**src/rtl/rollo_run_ctrl_if.sv**
```systemverilog
// Host/core-side bundle of the ROLLO run controller.
// Latency: n/a (wires only). Backpressure: none; cores answer with ready levels, host polls busy/done.
// master = controller view, slave = host/core-array view.
interface rollo_run_ctrl_if #(
    parameter int N_CH   = 2,
    parameter int DATA_W = 32,
    parameter int CNT_W  = 32
);
    localparam int SEL_W = (N_CH > 1) ? $clog2(N_CH) : 1;

    logic                     go;
    logic [N_CH-1:0]          ch_start;
    logic [N_CH-1:0]          ch_ready;
    logic [N_CH*DATA_W-1:0]   ch_data;
    logic                     busy;
    logic                     done;
    logic [N_CH-1:0]          ch_fin;
    logic [N_CH-1:0]          ch_tout;
    logic [SEL_W-1:0]         rd_sel;
    logic [CNT_W-1:0]         rd_cycles;
    logic [DATA_W-1:0]        rd_data;

    modport master (
        input  go, ch_ready, ch_data, rd_sel,
        output ch_start, busy, done, ch_fin, ch_tout, rd_cycles, rd_data
    );

    modport slave (
        output go, ch_ready, ch_data, rd_sel,
        input  ch_start, busy, done, ch_fin, ch_tout, rd_cycles, rd_data
    );
endinterface

```
**src/rtl/rollo_run_ctrl.sv**
```systemverilog
// Launches N_CH ROLLO cores together, times each to its ready rising edge, latches its data word.
// Latency: done one cycle after the last channel completes; rd_* are a combinational read mux.
// Backpressure: none; go ignored outside IDLE. ROLLO_TIMEOUT_EN enables the per-channel TIMEOUT limit.
module rollo_run_ctrl #(
    parameter int N_CH      = 2,
    parameter int DATA_W    = 32,
    parameter int CNT_W     = 32,
    parameter int START_LEN = 1,
    parameter int TIMEOUT   = 1048576
) (
    input  logic              clk,
    input  logic              rst,
    rollo_run_ctrl_if.master  bus
);
    localparam int SEL_W = (N_CH > 1) ? $clog2(N_CH) : 1;
    localparam int LW    = (START_LEN > 1) ? $clog2(START_LEN) : 1;
    localparam logic [CNT_W-1:0] TO_CNT  = CNT_W'(TIMEOUT);
    localparam logic [CNT_W-1:0] CNT_MAX = '1;
`ifdef ROLLO_TIMEOUT_EN
    localparam bit TOUT_EN = 1'b1;
`else
    localparam bit TOUT_EN = 1'b0;
`endif

    typedef enum logic [1:0] {S_IDLE, S_LAUNCH, S_RUN, S_DONE} state_t;

    state_t             state_q, state_d;
    logic [LW-1:0]      lcnt_q;
    logic [N_CH-1:0]    rdy_prev_q;
    logic [N_CH-1:0]    fin_q;
    logic [N_CH-1:0]    tout_q;
    logic [N_CH-1:0]    rise;
    logic [N_CH-1:0]    tout_now;
    logic [CNT_W-1:0]   cnt_q [N_CH];
    logic [CNT_W-1:0]   cyc_q [N_CH];
    logic [DATA_W-1:0]  dat_q [N_CH];
    logic               active;
    logic               accept_go;

    assign active    = (state_q == S_LAUNCH) || (state_q == S_RUN);
    assign accept_go = (state_q == S_IDLE) && bus.go;

    // A channel completes at most once per run; timeout only fires if it did not complete this cycle.
    always_comb begin
        rise     = '0;
        tout_now = '0;
        for (int i = 0; i < N_CH; i++) begin
            rise[i] = active && bus.ch_ready[i] && !rdy_prev_q[i] && !fin_q[i] && !tout_q[i];
            tout_now[i] = TOUT_EN && active && !fin_q[i] && !tout_q[i] && !rise[i]
                          && (cnt_q[i] == TO_CNT);
        end
    end

    always_comb begin
        state_d = state_q;
        case (state_q)
            S_IDLE:   if (bus.go) state_d = S_LAUNCH;
            S_LAUNCH: if (lcnt_q == LW'(START_LEN - 1)) state_d = S_RUN;
            S_RUN:    if (&(fin_q | tout_q | rise | tout_now)) state_d = S_DONE;
            S_DONE:   state_d = S_IDLE;
            default:  state_d = S_IDLE;
        endcase
    end

    always_ff @(posedge clk) begin
        if (rst) begin
            state_q    <= S_IDLE;
            lcnt_q     <= '0;
            rdy_prev_q <= '1;
            fin_q      <= '0;
            tout_q     <= '0;
            for (int i = 0; i < N_CH; i++) begin
                cnt_q[i] <= '0;
                cyc_q[i] <= '0;
                dat_q[i] <= '0;
            end
        end else begin
            state_q    <= state_d;
            rdy_prev_q <= bus.ch_ready;
            if (accept_go) begin
                lcnt_q <= '0;
                fin_q  <= '0;
                tout_q <= '0;
                for (int i = 0; i < N_CH; i++) begin
                    cnt_q[i] <= '0;
                    cyc_q[i] <= '0;
                    dat_q[i] <= '0;
                end
            end else begin
                if (state_q == S_LAUNCH) lcnt_q <= lcnt_q + LW'(1);
                for (int i = 0; i < N_CH; i++) begin
                    if (active && !fin_q[i] && !tout_q[i] && !rise[i] && !tout_now[i]
                        && (cnt_q[i] != CNT_MAX))
                        cnt_q[i] <= cnt_q[i] + CNT_W'(1);
                    if (rise[i]) begin
                        cyc_q[i] <= cnt_q[i];
                        dat_q[i] <= bus.ch_data[i*DATA_W +: DATA_W];
                        fin_q[i] <= 1'b1;
                    end
                    if (tout_now[i]) begin
                        cyc_q[i]  <= TO_CNT;
                        dat_q[i]  <= '0;
                        tout_q[i] <= 1'b1;
                    end
                end
            end
        end
    end

    assign bus.ch_start = {N_CH{state_q == S_LAUNCH}};
    assign bus.busy     = active;
    assign bus.done     = (state_q == S_DONE);
    assign bus.ch_fin   = fin_q;
    assign bus.ch_tout  = TOUT_EN ? tout_q : '0;

    // Out-of-range selects match no channel and read as zero.
    always_comb begin
        bus.rd_cycles = '0;
        bus.rd_data   = '0;
        for (int i = 0; i < N_CH; i++) begin
            if (bus.rd_sel == SEL_W'(i)) begin
                bus.rd_cycles = cyc_q[i];
                bus.rd_data   = dat_q[i];
            end
        end
    end
endmodule

```
**src/flat_wrapper.sv**
```systemverilog
// flat-port wrapper written by rule: the top's interface ports become plain ports
module rollo_run_ctrl_flat 
#(
    parameter int N_CH      = 2,
    parameter int DATA_W    = 32,
    parameter int CNT_W     = 32,
    parameter int START_LEN = 1,
    parameter int TIMEOUT   = 1048576
)
  (clk, rst, bus_go, bus_ch_ready, bus_ch_data, bus_rd_sel, bus_ch_start, bus_busy, bus_done, bus_ch_fin, bus_ch_tout, bus_rd_cycles, bus_rd_data);
  rollo_run_ctrl_if #(.N_CH(N_CH), .DATA_W(DATA_W), .CNT_W(CNT_W)) bus_i ();
  input  logic clk;
  input  logic rst;
  input wire logic [$bits(bus_i.go)-1:0] bus_go;
  input wire logic [$bits(bus_i.ch_ready)-1:0] bus_ch_ready;
  input wire logic [$bits(bus_i.ch_data)-1:0] bus_ch_data;
  input wire logic [$bits(bus_i.rd_sel)-1:0] bus_rd_sel;
  output wire logic [$bits(bus_i.ch_start)-1:0] bus_ch_start;
  output wire logic [$bits(bus_i.busy)-1:0] bus_busy;
  output wire logic [$bits(bus_i.done)-1:0] bus_done;
  output wire logic [$bits(bus_i.ch_fin)-1:0] bus_ch_fin;
  output wire logic [$bits(bus_i.ch_tout)-1:0] bus_ch_tout;
  output wire logic [$bits(bus_i.rd_cycles)-1:0] bus_rd_cycles;
  output wire logic [$bits(bus_i.rd_data)-1:0] bus_rd_data;
  assign bus_i.go = bus_go;
  assign bus_i.ch_ready = bus_ch_ready;
  assign bus_i.ch_data = bus_ch_data;
  assign bus_i.rd_sel = bus_rd_sel;
  assign bus_ch_start = bus_i.ch_start;
  assign bus_busy = bus_i.busy;
  assign bus_done = bus_i.done;
  assign bus_ch_fin = bus_i.ch_fin;
  assign bus_ch_tout = bus_i.ch_tout;
  assign bus_rd_cycles = bus_i.rd_cycles;
  assign bus_rd_data = bus_i.rd_data;
  rollo_run_ctrl #(.N_CH(N_CH), .DATA_W(DATA_W), .CNT_W(CNT_W), .START_LEN(START_LEN), .TIMEOUT(TIMEOUT)) u_core (.clk(clk), .rst(rst), .bus(bus_i));
endmodule
```
**config.mk**
```make
export PLATFORM = sky130hd
export DESIGN_NAME = rollo_run_ctrl_flat
export DESIGN_NICKNAME = d
export VERILOG_FILES = /design/src/rtl/rollo_run_ctrl_if.sv /design/src/rtl/rollo_run_ctrl.sv /design/src/flat_wrapper.sv
export SDC_FILE = /design/constraint.sdc
export NUM_CORES = 1
export LEC_CHECK = 0
export BUFFER_PORTS_ARGS = -buffer_cell sky130_fd_sc_hd__buf_4
export CORE_MARGIN = 1
export CORE_UTILIZATION = 54
export DETAILED_ROUTE_END_ITERATION = 10
export PLACE_DENSITY = 0.76
export SETUP_SLACK_MARGIN = 0.5
export SLEW_MARGIN = 15
export SYNTH_ARGS = -nofsm -noshare
export SYNTH_HDL_FRONTEND = slang
export SYNTH_SLANG_ARGS = --single-unit
```
**constraint.sdc**
```tcl
create_clock -name clk -period 3.87 [get_ports clk]
set_input_delay 0.1935 -clock clk [delete_from_list [all_inputs] [get_ports clk]]
set_output_delay 0.1935 -clock clk [all_outputs]
set_load 0.1 [all_outputs]
```
Word level (Yosys, flattened, before mapping) --
Memory sizes are Yosys's and may differ from the RTL's. Index checks and enable logic that the tools add are counted.
Word-level totals: register bits 7, RAM bits 192, bits of input ports 70, output and inout port bits 72, word-level logic and storage cells 95, memories kept 3
Operators by class: $add $sub $neg 3, eq/ne operators 8, mux-type cells 39, bitwise logic cells 13, reduce and logical (&&, ||, !) cells 24
Memory list:
- u_core.cnt_q | words 2, width 32, rd ports 2, clocked after memory_dff 0, wr ports 2, RTL line rollo_run_ctrl.sv:34 | logic [CNT_W-1:0] cnt_q [N_CH];
- u_core.cyc_q | words 2, width 32, rd ports 2, clocked after memory_dff 0, wr ports 2, RTL line rollo_run_ctrl.sv:35 | logic [CNT_W-1:0] cyc_q [N_CH];
- u_core.dat_q | words 2, width 32, rd ports 2, clocked after memory_dff 0, wr ports 2, RTL line rollo_run_ctrl.sv:36 | logic [DATA_W-1:0] dat_q [N_CH];
Operators with widths (count):
- 2-to-1 mux 32 bit | 14
- adder 32 x 1 -> 32 bit, second input constant | 2
- != test 32 bit, second input constant | 2
- 2-to-1 mux 1 bit | 21
- logical AND 1 bit | 13
- OR 1 bit | 12
- case mux 2 bit (4 select lines) | 1
- logical NOT 1 bit | 6
- 2-to-1 mux 2 bit | 3
- != test 2 bit, second input constant | 3
- equality test 2 bit, second input constant | 2
- AND reduction 3 bit | 1
- equality test 2 x 1 -> 1 bit, second input constant | 1
- logical NOT 2 bit | 1
- OR 2 bit | 1
- AND reduction 2 bit | 1
- OR reduction 2 bit | 1
- adder 1 bit, second input constant | 1
- logical OR 1 bit | 1

Logic depth before layout (Yosys ltp) --
depth in word-level cells 13, mapped depth 9, gate-level depth less buffers 7

Least setup slack after synthesis --
No wires, ideal clock.
path type register to register, from reg u_core.state_q[0], to mem u_core.cyc_q[1][0] (netlist: u_core.cyc_q[0][32]), enable pin, arrival time 3.398 ns, data required time 3.437 ns, setup slack 0.040 ns, cell stages (with the launch flop) 6, clock period less this slack 3.830 ns, cell sequence dfxtp_1 -> inv_1 -> ha_1 -> and3b_1 -> nor2b_1 -> nand2b_1
RTL lines:
- start: declaration | RTL line rollo_run_ctrl.sv:27 | state_t state_q, state_d;
- start signal: assignment | RTL line rollo_run_ctrl.sv:78 | state_q <= state_d;
- end: declaration | RTL line rollo_run_ctrl.sv:35

==> results.yml <==
status:
  status: "complete, no violations"
clock_network:
  cts.path.max_buffers: 2
  root_buffer: "clkbuf_16"
  cts_sinks: 199
  cts.clk_slew.worst_paths_ps: 70
  hold_buffers: 4
  post_cts_buffers: 0
  worstSkewPairLatency_ps: 440
  cts_made_buffers: 17
  h-tree-depth: 4
  cts_tree: "yes"
  cts_resized: 0
synth:
  synth_top_area_share: 0.621
  synth_area_um2: 9290
  ys_warn_count: 0
  synth_ff_type: "edfxtp_1"
  seq_area_frac_synth: 0.636
  synth_edf_count: 192
  yosysTopAreaCell: "edfxtp_1"
  synthArstFlopShare: 0
  syn_inst: 696
  yosysUniqueCellTypes: 40
  syn_avg_cell_area_um2: 13.3
  synthTopCellsByArea: "edfxtp_1 (62%), and2_1 (8.6%), mux2_2 (7.8%), xor2_1 (3.9%), nor2_1 (2.8%)"
  ys_ff_latch: 199
placed_design:
  portBuffers: 139
  place_hpwl_mm: 12.7
  globalplace.congestion: 0.835
detailed_routing:
  wl_per_cell_um: 18.0
  drt_iter0_drc: 337
  route.detailed.drc: 0
  ant_nets: 0
  vias_per_cell: 5.46
  drt_wl_total_mm: 19.2
  vias: 5844
  dr.pass1.iters: 4
grt:
  grt_use_total: 0.227
  grt_pass1_vias: 5905
  antenna_found_initial: 0
  gr-total-overflow: 0
  grt_pass1_wl_mm: 30.8
  grt_max_degree: 65
timing:
  slew_headroom: 0.327
  period_share: 0.724
  tns_ps: 0
  worst_pin_slew_ps: 1000
  final_max_slew_viol_count: 0
  setup_viol: 0
  whs_ps: 31.2
  rsz0062_at_grt: "false"
  clock_skew_ps: 8.21
  hold_viol: 0
  fmax_ghz: 0.357
  min_period_ps: 2800
die:
  die_w_um: 133
  fp.dieArea_um2: 17700
  start_util: 0.556
  num_rows: 47
  ios: 142
  core_um2: 16700
  dieHeight_um: 133
power_and_ir_drop:
  cellPowerDensity_nw_per_um2: 750
  ir_drop_v: 0.000622
  power_leakage_nw: 4.38
critical_path:
  cp_max_fo: 43
  end_kind: "register"
  critPathLaunchType: "register"
  required_ps: 4060
  worst-r2r-cell-count: 6
  critPathArrivalTime_ps: 2990
  path_class: "register to register"
layout:
  drive_above_1_share: 0.294
  syn_to_final_growth_pct: 19.9
  fill_cells: 1244
  nets: 914
  antenna_cells: 0
hold_path:
  hp-class: "primary input to register"
  hold_depth: 2
flow_run:
  maxCapViolCount: 0
[worst paths after layout]
| path | startpoint | to | slack [ps] |
|---|---|---|---|
| max | u_core.cnt_q[0][7] | u_core.cnt_q[0][44] | 1070 |
| min | bus_ch_data[9] | u_core.dat_q[0][9] | 30 |
| max reg2reg | u_core.cnt_q[0][7] | u_core.cnt_q[0][44] | 1070 |
| min reg2reg | u_core.bus.ch_fin[0] | u_core.bus.ch_fin[0] | 520 |
[through the flow]
step,total power [mW],worst slack (ps),area (µm²),util,std cells
CTS,8.37,1110,11100,0.667,1070
global route,8.68,917,11100,0.667,1070
detailed placement,6.78,1140,10600,0.633,1034
finish,8.35,1070,11100,0.667,1070
floorplan,6.05,639,9300,-,697
global placement,6.68,1260,10600,0.633,1034
[area by class of cell]
| type | instances | area, µm² | area share |
|---|---|---|---|
| sequential | 199 | 5910 | 0.531 |
| clock buffer | 19 | 433 | 0.0389 |
| tap | 220 | 275 | 0.0247 |
| multi-input combinational | 462 | 3200 | 0.288 |
| inverter | 4 | 15.0 | 0.00135 |
| clock inverter | 13 | 81.3 | 0.00731 |
| timing repair buffer | 153 | 1220 | 0.110 |
[worst max-delay path, stage by stage, from the launching register on]
cell and delay, ps:
edfxtp_1 440, nand4_1 160, nor4_1 700, a31oi_1 270, a21oi_4 570, buf_12 290, nor2_1 90
[cells in the final DEF (no fill, tap or decap), types with 2 or more instances in the layout]
cell           instances
nand4_1               24
clkbuf_1               2
or2_2                  3
a21o_1                 2
and4_1                 5
or3_1                  5
a21oi_1                7
buf_12                 5
nor2b_1                6
nand2_1               18
conb_1                 2
clkinv_2               3
nor3_1                 6
dlygate4sd3_1          4
inv_6                  2
nor2_1                70
nand3_1               20
xor2_1                41
and2_1               127
ha_1                   7
xnor2_1               15
nor4_2                 2
nor4_1                 4
clkinv_1               4
clkinv_4               3
o21ai_0                5
dfxtp_1                7
clkbuf_16             17
and3_1                14
mux2_2                64
and3b_1                2
edfxtp_1             192
buf_4                144
inv_1                  4
[layer usage]
layer / vias up / wire, µm / track usage
met5: - / 0 / 0
met4: 0 / 429 / 0.0966
met3: 33 / 1210 / 0.0457
met2: 203 / 9200 / 0.368
met1: 2840 / 8390 / 0.299
li1: 2768 / - / -
[registers in the layout (all words and copies together), names as in the netlist]
name / cells
u_core.bus.ch_fin: 2
u_core.lcnt_q: 1
u_core.cyc_q: 64
u_core.dat_q: 64
u_core.cnt_q: 64
u_core.rdy_prev_q: 2
u_core.state_q: 2
[report_power, final]
group	internal, mW	switching, mW
logic	0.786	2.31
registers	3.20	0.460
clock network	0.816	0.776
[logic make-up (layout without fill, tap and decap cells)]
group,Yosys count,after routing,share of synthesized area
buf+inv,36,189,0.0209
flops,199,199,0.636
compound gates,19,19,0.0131
mux,65,65,0.0787
xor+xnor,56,56,0.0528
fa+ha+maj,7,7,0.00943
other cells,1,2,0.000404
simple gates,313,313,0.189
[Yosys cell counts (5+ instances only)]
cell type	instances
ha_1	7
buf_6	6
edfxtp_1	192
and4_1	5
and2_1	127
xnor2_1	15
nand3_1	20
nand2_1	19
clkbuf_1	21
o21ai_0	5
a21oi_1	7
dfxtp_1	7
or3_1	5
nor2b_1	6
mux2_2	64
nand4_1	24
nor3_1	6
and3_1	14
nor2_1	70
xor2_1	41
Note: power is estimated with default switching activity, not from simulation.
